<file path="src/rtl/hilo_unit.sv">
// rtl/hilo_unit.sv - MIPS HI/LO registers with per-half EX forwarding and an iterative radix-2 divider.
// Optional macro HILO_DIV_ZERO_EN adds div_zero and a one-cycle zero-divisor path.
module hilo_unit #(
    parameter int DW   = 32,
    parameter int NFWD = 2
) (
    input  logic                 clk,
    input  logic                 resetn,
    input  logic [1:0]           ex_read,
    input  logic [2*NFWD-1:0]    fwd_mode,
    input  logic [DW*NFWD-1:0]   fwd_hi,
    input  logic [DW*NFWD-1:0]   fwd_lo,
    input  logic [1:0]           wb_mode,
    input  logic [DW-1:0]        wb_hi,
    input  logic [DW-1:0]        wb_lo,
    output logic [2*DW-1:0]      real_hilo,
    input  logic                 div_start,
    input  logic                 div_signed,
    input  logic [DW-1:0]        div_a,
    input  logic [DW-1:0]        div_b,
    input  logic                 div_flush,
    output logic                 div_busy,
    output logic                 div_done,
    output logic [DW-1:0]        div_q,
    output logic [DW-1:0]        div_r
`ifdef HILO_DIV_ZERO_EN
    ,
    output logic                 div_zero
`endif
);
    localparam int CW = $clog2(DW);

    typedef enum logic [1:0] {S_IDLE, S_RUN, S_DONE} state_t;

    logic [DW-1:0] r_hi;
    logic [DW-1:0] r_lo;
    logic [DW-1:0] w_hi;
    logic [DW-1:0] w_lo;

    always_ff @(posedge clk or negedge resetn) begin
        if (!resetn) begin
            r_hi <= '0;
            r_lo <= '0;
        end else begin
            if (wb_mode[1]) r_hi <= wb_hi;
            if (wb_mode[0]) r_lo <= wb_lo;
        end
    end

    // Walk oldest to youngest so the lowest index with a matching bit wins.
    always_comb begin
        w_hi = r_hi;
        w_lo = r_lo;
        for (int i = NFWD - 1; i >= 0; i--) begin
            if (fwd_mode[2*i+1]) w_hi = fwd_hi[DW*i +: DW];
            if (fwd_mode[2*i])   w_lo = fwd_lo[DW*i +: DW];
        end
    end

    assign real_hilo = {w_hi, w_lo};

    // ex_read only qualifies mux power gating; the forwarded value is independent of it.
    logic w_unused_ex_read;
    assign w_unused_ex_read = ^ex_read;

    state_t          r_state;
    logic [2*DW:0]   r_acc;
    logic [DW-1:0]   r_b;
    logic            r_sign_q;
    logic            r_sign_r;
    logic [CW-1:0]   r_cnt;
    logic            r_busy;
    logic            r_done;
    logic [DW-1:0]   r_q;
    logic [DW-1:0]   r_r;
`ifdef HILO_DIV_ZERO_EN
    logic            r_zero;
`endif

    logic [2*DW:0]   w_shift;
    logic [DW+1:0]   w_trial;
    logic [2*DW:0]   w_next;
    logic [DW-1:0]   w_abs_a;
    logic [DW-1:0]   w_abs_b;
    logic [DW-1:0]   w_q_fix;
    logic [DW-1:0]   w_r_fix;

    // Partial remainder lives in acc[2*DW:DW], quotient bits shift in at acc[0].
    assign w_shift = r_acc << 1;
    assign w_trial = {1'b0, w_shift[2*DW:DW]} - {2'b00, r_b};
    assign w_next  = w_trial[DW+1] ? w_shift : {w_trial[DW:0], w_shift[DW-1:1], 1'b1};
    assign w_abs_a = (div_signed && div_a[DW-1]) ? -div_a : div_a;
    assign w_abs_b = (div_signed && div_b[DW-1]) ? -div_b : div_b;
    assign w_q_fix = r_sign_q ? -w_next[DW-1:0]    : w_next[DW-1:0];
    assign w_r_fix = r_sign_r ? -w_next[2*DW-1:DW] : w_next[2*DW-1:DW];

    always_ff @(posedge clk or negedge resetn) begin
        if (!resetn) begin
            r_state  <= S_IDLE;
            r_acc    <= '0;
            r_b      <= '0;
            r_sign_q <= 1'b0;
            r_sign_r <= 1'b0;
            r_cnt    <= '0;
            r_busy   <= 1'b0;
            r_done   <= 1'b0;
            r_q      <= '0;
            r_r      <= '0;
`ifdef HILO_DIV_ZERO_EN
            r_zero   <= 1'b0;
`endif
        end else begin
            r_done <= 1'b0;
`ifdef HILO_DIV_ZERO_EN
            r_zero <= 1'b0;
`endif
            if (div_flush) begin
                r_state <= S_IDLE;
                r_busy  <= 1'b0;
            end else begin
                case (r_state)
                    S_IDLE: begin
                        if (div_start) begin
                            r_acc    <= {{(DW+1){1'b0}}, w_abs_a};
                            r_b      <= w_abs_b;
                            r_sign_q <= div_signed & (div_a[DW-1] ^ div_b[DW-1]);
                            r_sign_r <= div_signed & div_a[DW-1];
                            r_cnt    <= '0;
`ifdef HILO_DIV_ZERO_EN
                            if (div_b == '0) begin
                                r_state <= S_DONE;
                                r_done  <= 1'b1;
                                r_zero  <= 1'b1;
                                r_q     <= '1;
                                r_r     <= div_a;
                            end else begin
                                r_state <= S_RUN;
                                r_busy  <= 1'b1;
                            end
`else
                            r_state <= S_RUN;
                            r_busy  <= 1'b1;
`endif
                        end
                    end
                    S_RUN: begin
                        r_acc <= w_next;
                        r_cnt <= r_cnt + 1'b1;
                        if (r_cnt == CW'(DW - 1)) begin
                            r_state <= S_DONE;
                            r_busy  <= 1'b0;
                            r_done  <= 1'b1;
                            r_q     <= w_q_fix;
                            r_r     <= w_r_fix;
                        end
                    end
                    S_DONE:  r_state <= S_IDLE;
                    default: r_state <= S_IDLE;
                endcase
            end
        end
    end

    assign div_busy = r_busy;
    assign div_done = r_done;
    assign div_q    = r_q;
    assign div_r    = r_r;
`ifdef HILO_DIV_ZERO_EN
    assign div_zero = r_zero;
`endif

endmodule

</file>
<file path="config.mk">
export PLATFORM = sky130hd
export DESIGN_NAME = hilo_unit
export DESIGN_NICKNAME = d
export VERILOG_FILES = /design/src/rtl/hilo_unit.sv
export SDC_FILE = /design/constraint.sdc
export NUM_CORES = 1
export LEC_CHECK = 0
export ABC_AREA = 1
export CORE_MARGIN = 4
export CORE_UTILIZATION = 45
export CTS_CLUSTER_SIZE = 8
export DETAILED_ROUTE_END_ITERATION = 6
export PLACE_DENSITY_LB_ADDON = 0.15
export SKIP_CTS_REPAIR_TIMING = 1
export SLEW_MARGIN = 0
export SYNTH_ARGS = -nofsm -noshare
export SYNTH_HDL_FRONTEND = slang
export SYNTH_SLANG_ARGS = --single-unit
</file>
<file path="constraint.sdc">
create_clock -name clk -period 7.35 [get_ports clk]
set_clock_uncertainty 0.05 [all_clocks]
set_input_delay 1.47 -clock clk [delete_from_list [all_inputs] [get_ports clk]]
set_output_delay 1.47 -clock clk [all_outputs]
set_load 0.01 [all_outputs]
</file>
==> impl_metrics.xml, run 1 <==
<?xml version="1.0" encoding="UTF-8"?>
<metrics>
  <group name="route">
    <metric name="detail_route.vias_per_cell" unit="">5.231</metric>
    <metric name="routed_wirelength" unit="um">53500</metric>
    <metric name="first_iter_violations" unit="">1065</metric>
    <metric name="detailedRoute.firstPassIterationCount" unit="">5</metric>
    <metric name="vias" unit="">16515</metric>
    <metric name="routed_wire_length_per_instance" unit="um">16.95</metric>
    <metric name="drc" unit="">0</metric>
    <metric name="antenna_violating_nets_post_route" unit="">0</metric>
  </group>
  <group name="critical_path">
    <metric name="worst_setup_ep_type" unit="">flip-flop</metric>
    <metric name="critPathMostFrequentCell" unit="">sky130_fd_sc_hd__nor2_1</metric>
    <metric name="worst-r2r-setup-slack" unit="ps">2040</metric>
    <metric name="worst-r2r-cell-count" unit="">21</metric>
    <metric name="critical_path_class" unit="">reg2reg</metric>
    <metric name="timing.critical_path.arrival" unit="ps">5700</metric>
    <metric name="crit_path_top_delay_cell" unit="">sky130_fd_sc_hd__inv_2</metric>
    <metric name="worst_r2r_startpoint" unit="">r_acc[53]</metric>
    <metric name="worst-path-max-fanout" unit="">47</metric>
    <metric name="crit_required" unit="ps">7740</metric>
    <metric name="timing.critical_path.from_type" unit="">flip-flop</metric>
    <metric name="critical_path.cell_chain" unit="">ha_1 &gt; a21oi_1 &gt; nor2_1 &gt; nor2_1 &gt; a21oi_1 &gt; nor2_2 &gt; nand2_4 &gt; inv_2 &gt; ha_1 &gt; inv_1 &gt; nor3_1 &gt; and3_1 &gt; nand3_1 &gt; nor3_1 &gt; nand4_1 &gt; nor2_1 &gt; nor2_1 &gt; a21oi_1 &gt; o21ai_0 &gt; xor2_1 &gt; o21ai_0</metric>
    <metric name="endpoint_of_the_worst_register_to_register_path" unit="">div_q[26]</metric>
    <metric name="worst_path_largest_cell_delay" unit="ps">580</metric>
  </group>
  <group name="die">
    <metric name="floorplan.die.height" unit="um">197.8</metric>
    <metric name="rows" unit="">69</metric>
    <metric name="die_w" unit="um">197.8</metric>
    <metric name="design.die.area" unit="um2">39130</metric>
    <metric name="placeableCoreArea" unit="um2">35570</metric>
    <metric name="start_util" unit="%">45.59</metric>
    <metric name="ios" unit="">399</metric>
  </group>
  <group name="grt">
    <metric name="gr-total-overflow" unit="">0</metric>
    <metric name="grt_start_max_net_pins" unit="">126</metric>
    <metric name="grt.total_usage" unit="%">26.12</metric>
    <metric name="number_of_antenna_violations_at_the_first_check_in_global_routing" unit="">2</metric>
    <metric name="via_count_of_the_first_global_routing_pass" unit="">15961</metric>
    <metric name="grt_pass1_wl" unit="um">83320</metric>
  </group>
  <group name="timing">
    <metric name="slew_violations" unit="">0</metric>
    <metric name="sum_of_negative_setup_slack" unit="ps">0</metric>
    <metric name="hold_slack" unit="ps">426.6</metric>
    <metric name="fmax" unit="MHz">188.2</metric>
    <metric name="finalCritPeriodShare" unit="%">72.29</metric>
    <metric name="timing.final.hold_violations" unit="">0</metric>
    <metric name="worst_pin_slew" unit="ps">1209</metric>
    <metric name="final-setup-viol-count" unit="">0</metric>
    <metric name="slew_headroom" unit="%">19.32</metric>
    <metric name="rsz0062_at_grt" unit="">no</metric>
    <metric name="fin_crit" unit="ps">5314</metric>
  </group>
  <group name="placement">
    <metric name="gpl.final_weighted_congestion" unit="">0.9346</metric>
    <metric name="port_buffers" unit="">396</metric>
    <metric name="postPlaceCellArea" unit="um2">20410</metric>
    <metric name="dp_hpwl" unit="um">41350</metric>
    <metric name="placed_cells" unit="">3116</metric>
  </group>
  <group name="yosys">
    <metric name="syn_nets" unit="">2656</metric>
    <metric name="yosysSeqAreaShare" unit="%">36.27</metric>
    <metric name="proportion_of_synthesized_flip_flops_having_asynchronous_set_or_reset" unit="%">100.0</metric>
    <metric name="yosysWarnings" unit="">0</metric>
    <metric name="synthesis.area" unit="um2">16210</metric>
    <metric name="syn_area_per_cell" unit="um2">6.906</metric>
    <metric name="yosys_most_used_dff" unit="">sky130_fd_sc_hd__dfrtp_1</metric>
    <metric name="synth_seq_cells" unit="">235</metric>
    <metric name="cell_count_after_synthesis" unit="">2348</metric>
    <metric name="synthDistinctLibCells" unit="">47</metric>
    <metric name="number_of_enable_flip_flop_cells_after_synthesis" unit="">0</metric>
  </group>
  <group name="power_and_ir_drop">
    <metric name="power_per_cell_area" unit="nW/um2">427.6</metric>
    <metric name="total_switching_power" unit="mW">4.572</metric>
    <metric name="max-vdd-ir-drop" unit="mV">0.2840</metric>
    <metric name="switching_share" unit="%">50.09</metric>
    <metric name="static-leakage-power" unit="nW">10.10</metric>
    <metric name="pwr-share-seq" unit="%">23.4</metric>
    <metric name="p_comb_share" unit="%">60.8</metric>
    <metric name="power_frac_clock" unit="%">15.8</metric>
    <metric name="power.internal" unit="mW">4.556</metric>
    <metric name="total_power" unit="mW">9.128</metric>
  </group>
  <group name="final_layout">
    <metric name="finish.cell_count_without_fillers" unit="">3157</metric>
    <metric name="flow.area_growth_from_synthesis" unit="%">31.65</metric>
    <metric name="finish.net_count" unit="">3000</metric>
    <metric name="final_area" unit="um2">21350</metric>
    <metric name="drive_above_1_share" unit="%">4.080</metric>
    <metric name="antenna_cells_inserted" unit="">0</metric>
  </group>
  <group name="outcome">
    <metric name="run_status" unit="">completed</metric>
  </group>
  <group name="min_path">
    <metric name="timing.hold.worst_path_depth" unit="">2</metric>
    <metric name="timing.hold.worst.class" unit="">reg2reg</metric>
    <metric name="worstHoldStart" unit="">div_q[31]</metric>
    <metric name="holdPathEnd" unit="">div_q[31]</metric>
  </group>
  <group name="clock_network">
    <metric name="clkSlewWorstSetupHoldPaths" unit="ps">50</metric>
    <metric name="insertion_delay" unit="ps">530</metric>
    <metric name="clkSinkCount" unit="">235</metric>
    <metric name="clock_path_buffers" unit="">3</metric>
    <metric name="cts_inserted_buffers" unit="">35</metric>
    <metric name="tritoncts_clock_tree" unit="">yes</metric>
    <metric name="htree_levels" unit="">2</metric>
    <metric name="cts_root_buf" unit="">sky130_fd_sc_hd__clkbuf_16</metric>
  </group>
  <group name="job">
    <metric name="maxCapViolCount" unit="">0</metric>
  </group>
</metrics>
metal layers:
layer	global-route usage (%)	wire length (um)
met2	48.24	27640
met3	2.995	2355
met1	32.28	22240
met4	7.014	1253
met5	0	21
synth_stat cells, types with 8 or more instances:
master / n / share of area (%)
sky130_fd_sc_hd__o211ai_1: 79 / 3.7
sky130_fd_sc_hd__ha_1: 38 / 2.9
sky130_fd_sc_hd__o22ai_1: 14 / 0.54
sky130_fd_sc_hd__nand2_1: 674 / 16
sky130_fd_sc_hd__nor4_1: 9 / 0.35
sky130_fd_sc_hd__buf_1: 8 / 0.19
sky130_fd_sc_hd__xnor2_1: 13 / 0.70
sky130_fd_sc_hd__o21a_1: 64 / 3.0
sky130_fd_sc_hd__o21ai_1: 13 / 0.40
sky130_fd_sc_hd__nor2_1: 171 / 4.0
sky130_fd_sc_hd__clkbuf_1: 79 / 1.8
sky130_fd_sc_hd__a21oi_1: 75 / 2.3
sky130_fd_sc_hd__xor2_1: 84 / 4.5
sky130_fd_sc_hd__nand2_2: 15 / 0.58
sky130_fd_sc_hd__o21ai_0: 246 / 7.6
sky130_fd_sc_hd__inv_2: 12 / 0.28
sky130_fd_sc_hd__nor3_1: 23 / 0.71
sky130_fd_sc_hd__inv_1: 282 / 6.5
sky130_fd_sc_hd__nand4_1: 16 / 0.62
sky130_fd_sc_hd__dfrtp_1: 235 / 36
sky130_fd_sc_hd__nand3_1: 125 / 3.9
how the worst max path moves through the flow:
stage,start,to,slack [ps]
after floorplan,fwd_mode[3],real_hilo[63],3490
after global placement,fwd_mode[1],real_hilo[33],2260
after detailed placement,r_acc[53],div_q[26],2180
after CTS,r_acc[53],div_q[26],2120
after global routing,r_b[22],div_q[30],1550
final,r_acc[53],div_q[26],2040
per-stage QoR:
stage	setup WS, ps	utilization [%]
2_1_floorplan	3493	-
3_3_place_gp	2261	57.37
3_5_place_dp	2179	57.37
4_1_cts	2117	60.01
5_1_grt	1550	60.01
6_report	2036	60.01
power groups by stage:
stage | clock network (mW) | registers [mW] | logic [mW]
finish | 1.44 | 2.13 | 5.55
CTS | 1.48 | 2.13 | 5.55
global placement | 0 | 2.13 | 5.45
floorplan | 0 | 2.08 | 3.79
global route | 1.53 | 2.19 | 6.23
detailed placement | 0 | 2.14 | 5.51
final cells by class:
class / instances / area [um2]
Fill cell: 3359 / 14220
Multi-Input combinational cell: 1714 / 8793
Sequential cell: 235 / 5881
Timing Repair Buffer: 406 / 4029
Inverter: 300 / 1126
Clock buffer: 37 / 883.3
Tap cell: 461 / 576.8
Clock inverter: 4 / 57.56
worst max-delay path, delay by kind of cell, from the launching register on:
kind | cells | cell delay [ps]
flops | 1 | 410
buf+inv | 2 | 630
compound gates | 5 | 950
fa+ha+maj | 2 | 630
xor+xnor | 1 | 170
simple gates | 11 | 2350
sequential cells by signal, indices dropped and copies added (netlist names), 2 cells and up:
signal	flops
div_r	32
r_cnt	5
r_state	2
div_q	32
r_b	32
r_lo	32
r_acc	64
r_hi	32
cells by family (layout without fill, tap and decap cells):
group / count (synthesis) / after routing / share of synthesized area [%]
flip-flops: 235 / 235 / 36.27
AND/OR/NAND/NOR: 1060 / 1060 / 27.03
XOR/XNOR: 97 / 97 / 5.240
adder cells (fa/ha/maj): 39 / 39 / 3.056
AO/OA/AOI/OAI: 518 / 518 / 18.81
buffers and inverters: 399 / 747 / 9.599
cell usage in the layout, fill, tap and decap left out, drive strengths merged, types with 6 or more instances in the layout:
master,n
a21oi,76
buf,14
clkbuf,37
clkdlybuf4s50,392
clkinv,9
dfrtp,235
ha,38
inv,295
nand2,692
nand3,128
nand4,16
nor2,180
nor3,23
nor4,9
o211ai,79
o21a,64
o21ai,264
o22ai,14
or2,6
xnor2,13
xor2,84
Power figures use the tool's default switching activity.
==> run 2: changes to the inputs <==
==> constraint.sdc (replaced) <==
create_clock -name clk -period 5.24 [get_ports clk]
set_clock_uncertainty 0.05 [all_clocks]
set_input_delay 1.048 -clock clk [delete_from_list [all_inputs] [get_ports clk]]
set_output_delay 1.048 -clock clk [all_outputs]
set_load 0.01 [all_outputs]
==> run 2 against run 1 <==
Final area is 0.25% higher. Global-route usage grew 0.47 points. Largest power group unchanged. Register-to-register slack got worse by 930 ps. Largest cell class unchanged. Non-clock buffer count up 6. Highest routed layer is now met4. Cell count rose by 0.22%.
==> impl_metrics.xml, run 2 (same netlist as run 1, synthesis figures left out) <==
<?xml version="1.0" encoding="UTF-8"?>
<metrics>
  <group name="outcome">
    <metric name="run_status" unit="">completed</metric>
  </group>
  <group name="timing">
    <metric name="slew_violations" unit="">0</metric>
    <metric name="finalCritPeriodShare" unit="%">81.19</metric>
    <metric name="worst_pin_slew" unit="ps">1122</metric>
    <metric name="fmax" unit="MHz">235.1</metric>
    <metric name="sum_of_negative_setup_slack" unit="ps">0</metric>
    <metric name="fin_crit" unit="ps">4254</metric>
    <metric name="slew_headroom" unit="%">25.12</metric>
    <metric name="final-setup-viol-count" unit="">0</metric>
    <metric name="timing.final.hold_violations" unit="">0</metric>
    <metric name="rsz0062_at_grt" unit="">no</metric>
  </group>
  <group name="grt">
    <metric name="grt_pass1_wl" unit="um">84200</metric>
    <metric name="grt.total_usage" unit="%">26.59</metric>
    <metric name="gr-total-overflow" unit="">0</metric>
    <metric name="number_of_antenna_violations_at_the_first_check_in_global_routing" unit="">1</metric>
    <metric name="via_count_of_the_first_global_routing_pass" unit="">16273</metric>
    <metric name="grt_start_max_net_pins" unit="">105</metric>
  </group>
  <group name="route">
    <metric name="drc" unit="">0</metric>
    <metric name="detailedRoute.firstPassIterationCount" unit="">6</metric>
    <metric name="first_iter_violations" unit="">1019</metric>
    <metric name="routed_wirelength" unit="um">53960</metric>
    <metric name="routed_wire_length_per_instance" unit="um">17.05</metric>
    <metric name="detail_route.vias_per_cell" unit="">5.221</metric>
    <metric name="vias" unit="">16518</metric>
    <metric name="antenna_violating_nets_post_route" unit="">0</metric>
  </group>
  <group name="clock_network">
    <metric name="htree_levels" unit="">2</metric>
    <metric name="clkSlewWorstSetupHoldPaths" unit="ps">40</metric>
    <metric name="cts_root_buf" unit="">sky130_fd_sc_hd__clkbuf_16</metric>
    <metric name="clkSinkCount" unit="">235</metric>
    <metric name="insertion_delay" unit="ps">510</metric>
    <metric name="tritoncts_clock_tree" unit="">yes</metric>
    <metric name="cts_inserted_buffers" unit="">35</metric>
    <metric name="clock_path_buffers" unit="">3</metric>
  </group>
  <group name="power_and_ir_drop">
    <metric name="max-vdd-ir-drop" unit="mV">0.4527</metric>
    <metric name="power_per_cell_area" unit="nW/um2">597.0</metric>
    <metric name="power_frac_clock" unit="%">15.5</metric>
    <metric name="p_comb_share" unit="%">61.1</metric>
    <metric name="total_switching_power" unit="mW">6.345</metric>
    <metric name="switching_share" unit="%">49.66</metric>
    <metric name="power.internal" unit="mW">6.431</metric>
    <metric name="pwr-share-seq" unit="%">23.4</metric>
    <metric name="static-leakage-power" unit="nW">10.13</metric>
  </group>
  <group name="final_layout">
    <metric name="regMostFlops" unit="">r_acc</metric>
    <metric name="final_area" unit="um2">21400</metric>
    <metric name="finish.cell_count_without_fillers" unit="">3164</metric>
    <metric name="fillers" unit="">3380</metric>
    <metric name="final_common_cell" unit="">sky130_fd_sc_hd__nand2_1</metric>
    <metric name="finalCoreUtilization" unit="%">60.16</metric>
    <metric name="top_library_cells_by_usage_in_the_layout_fill_and_taps_aside" unit="">sky130_fd_sc_hd__nand2_1 (674), sky130_fd_sc_hd__clkdlybuf4s50_1 (392), sky130_fd_sc_hd__inv_1 (282), sky130_fd_sc_hd__o21ai_0 (245), sky130_fd_sc_hd__dfrtp_1 (235)</metric>
    <metric name="finish.net_count" unit="">3006</metric>
    <metric name="largest_register_ffs" unit="">64</metric>
    <metric name="flow.area_growth_from_synthesis" unit="%">31.98</metric>
    <metric name="drive_above_1_share" unit="%">4.259</metric>
  </group>
  <group name="critical_path">
    <metric name="worst-r2r-setup-slack" unit="ps">1110</metric>
    <metric name="endpoint_of_the_worst_register_to_register_path" unit="">div_q[30]</metric>
    <metric name="timing.critical_path.arrival" unit="ps">3160</metric>
    <metric name="worst_setup_ep_type" unit="">primary output</metric>
    <metric name="worst-path-max-fanout" unit="">58</metric>
    <metric name="critical_path_class" unit="">in2out</metric>
    <metric name="timing.critical_path.from_type" unit="">input port</metric>
    <metric name="crit_required" unit="ps">4140</metric>
    <metric name="worst-r2r-cell-count" unit="">22</metric>
    <metric name="worst_r2r_startpoint" unit="">r_acc[53]</metric>
  </group>
  <group name="min_path">
    <metric name="worstHoldStart" unit="">div_r[17]</metric>
    <metric name="holdPathEnd" unit="">div_r[17]</metric>
    <metric name="timing.hold.worst_path_depth" unit="">2</metric>
    <metric name="timing.hold.worst.class" unit="">reg2reg</metric>
  </group>
  <group name="placement">
    <metric name="dp_hpwl" unit="um">41980</metric>
    <metric name="gpl.final_weighted_congestion" unit="">0.9320</metric>
    <metric name="placed_cells" unit="">3122</metric>
    <metric name="postPlaceCellArea" unit="um2">20480</metric>
    <metric name="port_buffers" unit="">396</metric>
  </group>
  <group name="die">
    <metric name="design.die.area" unit="um2">39130</metric>
    <metric name="die_w" unit="um">197.8</metric>
    <metric name="start_util" unit="%">45.59</metric>
    <metric name="rows" unit="">69</metric>
    <metric name="ios" unit="">399</metric>
    <metric name="placeableCoreArea" unit="um2">35570</metric>
    <metric name="floorplan.die.height" unit="um">197.8</metric>
  </group>
  <group name="job">
    <metric name="maxCapViolCount" unit="">0</metric>
  </group>
</metrics>
==> run 2: changes by cell type in the layout (fill, tap and decap cells not counted), sizes merged <==
cell	before	now
clkinv	9	6
clkbuf	37	38
diode	0	3
buf	14	20
==> run 2: how the worst max path moves through the flow <==
stage	depth (start not counted)	slack (ps)	start	endpoint
global placement	6	1100	fwd_mode[1]	real_hilo[38]
floorplan	25	1630	r_acc[38]	div_q[26]
finish	5	990	fwd_mode[1]	real_hilo[32]
global route	22	770	r_acc[53]	div_q[26]
detailed placement	6	1050	fwd_mode[1]	real_hilo[38]
CTS	6	1040	fwd_mode[1]	real_hilo[38]
==> run 2: layout make-up <==
cell class                 count  area, um2  share of cell area (%)
antenna                        3      7.507                 0.03508
clock buffer                  38      907.1                   4.239
clock inverter                 1      8.758                 0.04093
inverter                     300       1126                   5.262
multi-input combinational   1714       8793                   41.09
sequential                   235       5881                   27.48
tap                          461      576.8                   2.695
timing repair buffer         412       4099                   19.15
==> run 2: power by group through the flow <==
stage	registers, mW	logic [mW]	clock network, mW
global placement	2.98	7.70	0
detailed placement	3.00	7.78	0
finish	2.99	7.81	1.98
floorplan	2.92	5.32	0
CTS	2.98	7.82	2.04
global route	3.07	8.83	2.12
==> run 2: worst max-delay path: stages <==
cell                              delay, ps
sky130_fd_sc_hd__clkdlybuf4s50_1        410
sky130_fd_sc_hd__inv_2                  670
sky130_fd_sc_hd__o211ai_1               350
sky130_fd_sc_hd__o21a_1                 190
sky130_fd_sc_hd__clkdlybuf4s50_1        470
==> run 2: per-stage QoR <==
step | power (mW) | hold slack (ps) | setup slack [ps]
after floorplan | 8.241 | 403.0 | 1628
after global placement | 10.68 | 416.9 | 1104
after detailed placement | 10.78 | 416.9 | 1049
after CTS | 12.84 | 430.3 | 1041
after global routing | 14.02 | 449.6 | 770.3
final | 12.78 | 423.4 | 985.8
==> run 2: metal layers <==
metal	GRT usage [%]	part of all wire, %	up-vias
met1	33.07	41	7661
met2	48.41	51	453
met5	0	0	-
met3	3.182	5.3	96
met4	7.855	2.8	0
li1	-	-	8308
